$ cat config.mk
export PLATFORM = sky130hd
export DESIGN_NAME = pc_ir_unit
export DESIGN_NICKNAME = d
export VERILOG_FILES = /design/src/rtl/pc_ir_unit.sv
export SDC_FILE = /design/constraint.sdc
export NUM_CORES = 1
export LEC_CHECK = 0
export ABC_CLOCK_PERIOD_IN_PS = 4400
export BUFFER_PORTS_ARGS = -buffer_cell sky130_fd_sc_hd__buf_2
export CAP_MARGIN = 20
export CORE_MARGIN = 5
export CORE_UTILIZATION = 51
export CTS_BUF_LIST = sky130_fd_sc_hd__clkbuf_8 sky130_fd_sc_hd__clkbuf_16
export CTS_CLUSTER_SIZE = 28
export DETAILED_ROUTE_END_ITERATION = 10
export PLACE_DENSITY = 0.87
export SLEW_MARGIN = 20
export SYNTH_ARGS = -nofsm -noshare
export SYNTH_HDL_FRONTEND = slang
export SYNTH_SLANG_ARGS = --single-unit
$ cat constraint.sdc
create_clock -name clk -period 4.4 [get_ports clk]
set_input_delay 0.22 -clock clk [delete_from_list [all_inputs] [get_ports clk]]
set_output_delay 0.22 -clock clk [all_outputs]
set_load 0.02 [all_outputs]
$ cat src/rtl/pc_ir_unit.sv
// PC / IR / ALU-output register stage of the multicycle MIPS core: selects and
// commits the next PC, latches instructions, counts retirements and flags misaligned targets.
module pc_ir_unit #(
    parameter logic [31:0] RESET_PC = 32'h0040_0000,
    parameter int          CNT_W    = 32
) (
    input  logic             clk,
    input  logic             reset,
    input  logic             PC_Write,
    input  logic             Branch,
    input  logic [1:0]       PC_Src,
    input  logic             IR_Write,
    input  logic             zero,
    input  logic [31:0]      alu_result,
    input  logic [31:0]      reg_a,
    input  logic [31:0]      mem_rdata,
    output logic [31:0]      pc,
    output logic [31:0]      inst_pc,
    output logic [31:0]      ir,
    output logic [5:0]       Op,
    output logic [5:0]       Funct,
    output logic [4:0]       rs,
    output logic [4:0]       rt,
    output logic [4:0]       rd,
    output logic [15:0]      imm,
    output logic [31:0]      alu_out,
    output logic [CNT_W-1:0] instr_count,
    output logic             pc_fault
);

    typedef enum logic [1:0] {
        SRC_SEQ    = 2'b00,
        SRC_BRANCH = 2'b01,
        SRC_JUMP   = 2'b10,
        SRC_JR     = 2'b11
    } pc_src_e;

    logic [31:0]      pc_q, pc_d;
    logic [31:0]      inst_pc_q, inst_pc_d;
    logic [31:0]      ir_q, ir_d;
    logic [31:0]      alu_out_q;
    logic [CNT_W-1:0] instr_count_q, instr_count_d;
    logic             pc_fault_q, pc_fault_d;

    logic [31:0]      next_pc;
    logic             pc_en;
    logic             misaligned;

    // Next-PC select; the jump target keeps the current PC's region bits.
    // NOTE: every variable written in always_comb gets a default first so no latch is inferred.
    always_comb begin
        next_pc = alu_result;
        unique case (pc_src_e'(PC_Src))
            SRC_SEQ:    next_pc = alu_result;
            SRC_BRANCH: next_pc = alu_out_q;
            SRC_JUMP:   next_pc = {pc_q[31:28], ir_q[25:0], 2'b00};
            SRC_JR:     next_pc = reg_a;
            default:    next_pc = alu_result;
        endcase
    end

    assign pc_en      = PC_Write | (Branch & zero);
    assign misaligned = (next_pc[1:0] != 2'b00);

    always_comb begin
        pc_d          = pc_q;
        pc_fault_d    = pc_fault_q;
        ir_d          = ir_q;
        inst_pc_d     = inst_pc_q;
        instr_count_d = instr_count_q;

        // A misaligned target is dropped and recorded; the fault stays until reset.
        if (pc_en) begin
            if (misaligned) begin
                pc_fault_d = 1'b1;
            end else begin
                pc_d = next_pc;
            end
        end

        if (IR_Write) begin
            ir_d          = mem_rdata;
            inst_pc_d     = pc_q;
            instr_count_d = instr_count_q + CNT_W'(1);
        end
    end

    // NOTE: sequential state uses non-blocking assignments so all registers see pre-edge values.
    always_ff @(posedge clk) begin
        if (reset) begin
            pc_q          <= RESET_PC;
            inst_pc_q     <= '0;
            ir_q          <= '0;
            alu_out_q     <= '0;
            instr_count_q <= '0;
            pc_fault_q    <= 1'b0;
        end else begin
            pc_q          <= pc_d;
            inst_pc_q     <= inst_pc_d;
            ir_q          <= ir_d;
            alu_out_q     <= alu_result;
            instr_count_q <= instr_count_d;
            pc_fault_q    <= pc_fault_d;
        end
    end

    assign pc          = pc_q;
    assign inst_pc     = inst_pc_q;
    assign ir          = ir_q;
    assign alu_out     = alu_out_q;
    assign instr_count = instr_count_q;
    assign pc_fault    = pc_fault_q;

    assign Op    = ir_q[31:26];
    assign Funct = ir_q[5:0];
    assign rs    = ir_q[25:21];
    assign rt    = ir_q[20:16];
    assign rd    = ir_q[15:11];
    assign imm   = ir_q[15:0];

endmodule

==> impl_metrics.toml <==
[status]
run_status = "completed"

[setup_path]
slowest_delay_ns = 0.80
worst_ep_arrival_time_ns = 2.65
end_kind = "flop"
worstSetupPathType = "reg2reg"
cp_cell_sequence = "nand4_2 > or4_1 > nor4_1 > mux2_2"
start_kind = "flop"
slowest_stage = "or4_1"
worst-endpoint-required_ns = 4.70
crit_start = "instr_count[6]$_SDFFE_PP0P_"
r2r-start = "instr_count[6]$_SDFFE_PP0P_"
worstPathMaxFanout = 16

[clocking]
postCtsHoldBufs = 0
h-tree-depth = 4
cts_resized = 0
cts_tree = "built"
path_clk_slew_ns = 0.06
cts_buffer_depth = 2
cts.sinks = 161
cts_root_buf = "clkbuf_16"
cts_buffers = 17
clk_latency_ns = 0.41
post-cts-setup-buffer-count = 0

[power]
powerDensity_nw_per_um2 = 422
clkPwrFrac_pct = 45.0
power.total_mw = 3.74
p_seq_share_pct = 41.9
p_comb_share_pct = 13.0
p_sw_mw = 0.932
internal_power_mw = 2.81
p_leak_nw = 4.19
switching_share_pct = 24.9
vdd_ir_drop_max_mv = 0.272

[finish]
layout-drive-gt1-share_pct = 40.9
nNetsFinal = 1031
syn_to_final_growth_pct = 28.9
final_common_cell = "buf_2"
final_cell_mix = "buf_2 (305), dfxtp_1 (161), nor2_1 (84)"

[grt]
grt_max_degree = 81
grt_use_total_pct = 25.1
grt_pass1_wl_um = 32100
overflow = 0
antenna_found_initial = 3
grt_pass1_vias = 5876

[sta]
finalClockSkew_ns = 0.00853
relSlewSlack_pct = 29.5
setup_viol = 0
slew_violations = 0
clock.fmax_mhz = 425
min_period_ns = 2.35
rsz0062_at_grt = "no"
period_share_pct = 53.4
hold_viol = 0
worst_pin_slew_ns = 1.06
finalSetupTns_ns = 0

[synthesis]
synth_ff_type = "dfxtp_1"
synth.ff_latch_count = 161
ys_types = 38
syn_avg_cell_area_um2 = 9.97
synthCells = 689
async_flop_share_pct = 0
synth-edff-count = 0
ys_warn_count = 0
synth_nets = 794
yosysSeqAreaShare_pct = 46.9
netlist_area_um2 = 6870

[floorplan]
die_h_um = 126
die-area_um2 = 15900
num_io_pins = 308
start_util_pct = 51.9
core_area_um2 = 13200
die_w_um = 126
rows = 42

[place]
port_buffers = 307
dp.final_hpwl_um = 15400
gp_congestion = 0.880

[worst_hold_path]
hold_start = "alu_result[17]"
worstHoldPathType = "in2reg"

[route]
met2WireLength_um = 9930
routedWlPerCell_um = 18.6
dr.pass1.iters = 5
routed_wl_um = 20700
wl_met3_um = 1740
num_vias = 6156
top_layer = "met5"
vias_per_cell = 5.51
ant_nets = 0
wl_met1_um = 8530
post-route-drc-count = 0
first_iter_violations = 494

[job]
cap_violations = 0
==> cell families (layout without fill, tap and decap cells) <==
kind of cell               count (synthesis)  in the layout  share of synthesized area, %
and+or+nand+nor                          210            210                          15.7
DFF                                      161            161                          46.9
AOI/OAI and AO/OA                        105            105                          8.45
buffers and inverters                    103            353                          8.18
muxes                                     98             98                          19.1
xor gates and xnor gates                  11             11                          1.40
adders and majority gates                  1              1                         0.182
other                                      0              2                             0
==> cells in the mapped netlist (2+ instances only) <==
cell      instances  area [um^2]
and4_1            2         17.5
buf_4            44          330
a22oi_1           4         30.0
mux2_2            7         78.8
a21o_1            2         15.0
mux4_2           26          586
nand3_1          34          170
nand4_1           9         56.3
xor2_1            4         35.0
buf_1            12         45.0
or4_1            12         90.1
inv_1             9         33.8
dfxtp_1         161         3220
or2_2             4         25.0
nor2_1           84          315
nor2b_1          34          213
nand2_1           6         22.5
buf_2             8         40.0
or3_1            12         75.1
o21ai_0          37          185
nor3b_1           2         15.0
nor4_1            3         18.8
nor3_1            3         15.0
o31ai_1           9         67.6
mux2i_1          65          651
clkbuf_1         30          113
a21oi_1          48          240
and3_1            2         12.5
xnor2_1           7         61.3
==> worst max-delay path, delay by kind of cell, from the launching register on <==
kind,cells,cell delay (ns)
muxes,1,0.37
DFF,1,0.47
and+or+nand+nor,3,1.41
==> state kept, by name, summed over array words and instances (netlist names) <==
signal	cells
instr_count	32
pc	32
pc_fault	1
inst_pc	32
ir	32
alu_out	32
==> power groups by stage <==
stage,Clock [mW],Combinational (mW),Sequential (mW)
global route,1.78,0.519,1.58
detailed placement,0,0.485,1.60
finish,1.68,0.487,1.57
CTS,1.71,0.487,1.57
global placement,0,0.477,1.60
floorplan,0,0.256,1.66
==> layer usage <==
layer  GRT usage [%]  vias to the layer above
met5               0                        -
met4            9.27                        2
met3            7.11                       36
met2            39.9                      304
met1            32.7                     2942
li1                -                     2872
==> final timing paths <==
kind / to / slack (ns) / depth (start not counted)
worst min register to register: pc_fault$_SDFFE_PP0P_ / 0.46 / 2
worst min-delay path: alu_out[17]$_SDFF_PP0_ / 0.04 / 2
worst max-delay path: instr_count[29]$_SDFFE_PP0P_ / 2.05 / 4
worst max register to register: instr_count[29]$_SDFFE_PP0P_ / 2.05 / 4
==> layout make-up <==
class / count / area (um^2)
tap: 176 / 220
sequential: 161 / 3220
fill: 1051 / 4390
inverter: 9 / 33.8
multi-input combinational: 425 / 3110
timing repair buffer: 312 / 1580
antenna: 2 / 5.00
clock inverter: 13 / 231
clock buffer: 19 / 453
==> stage by stage <==
step	utilization [%]	worst slack (ns)	cell area (um^2)	hold slack, ns	instances
5_1_grt	66.9	1.90	8850	0.0342	1117
3_3_place_gp	61.6	1.70	8150	0.441	1082
4_1_cts	66.7	2.08	8840	0.0178	1114
3_5_place_dp	61.6	1.65	8150	0.450	1082
6_report	66.9	2.05	8850	0.0387	1117
2_1_floorplan	-	2.25	6870	0.348	689
Power figures use the tool's default switching activity.
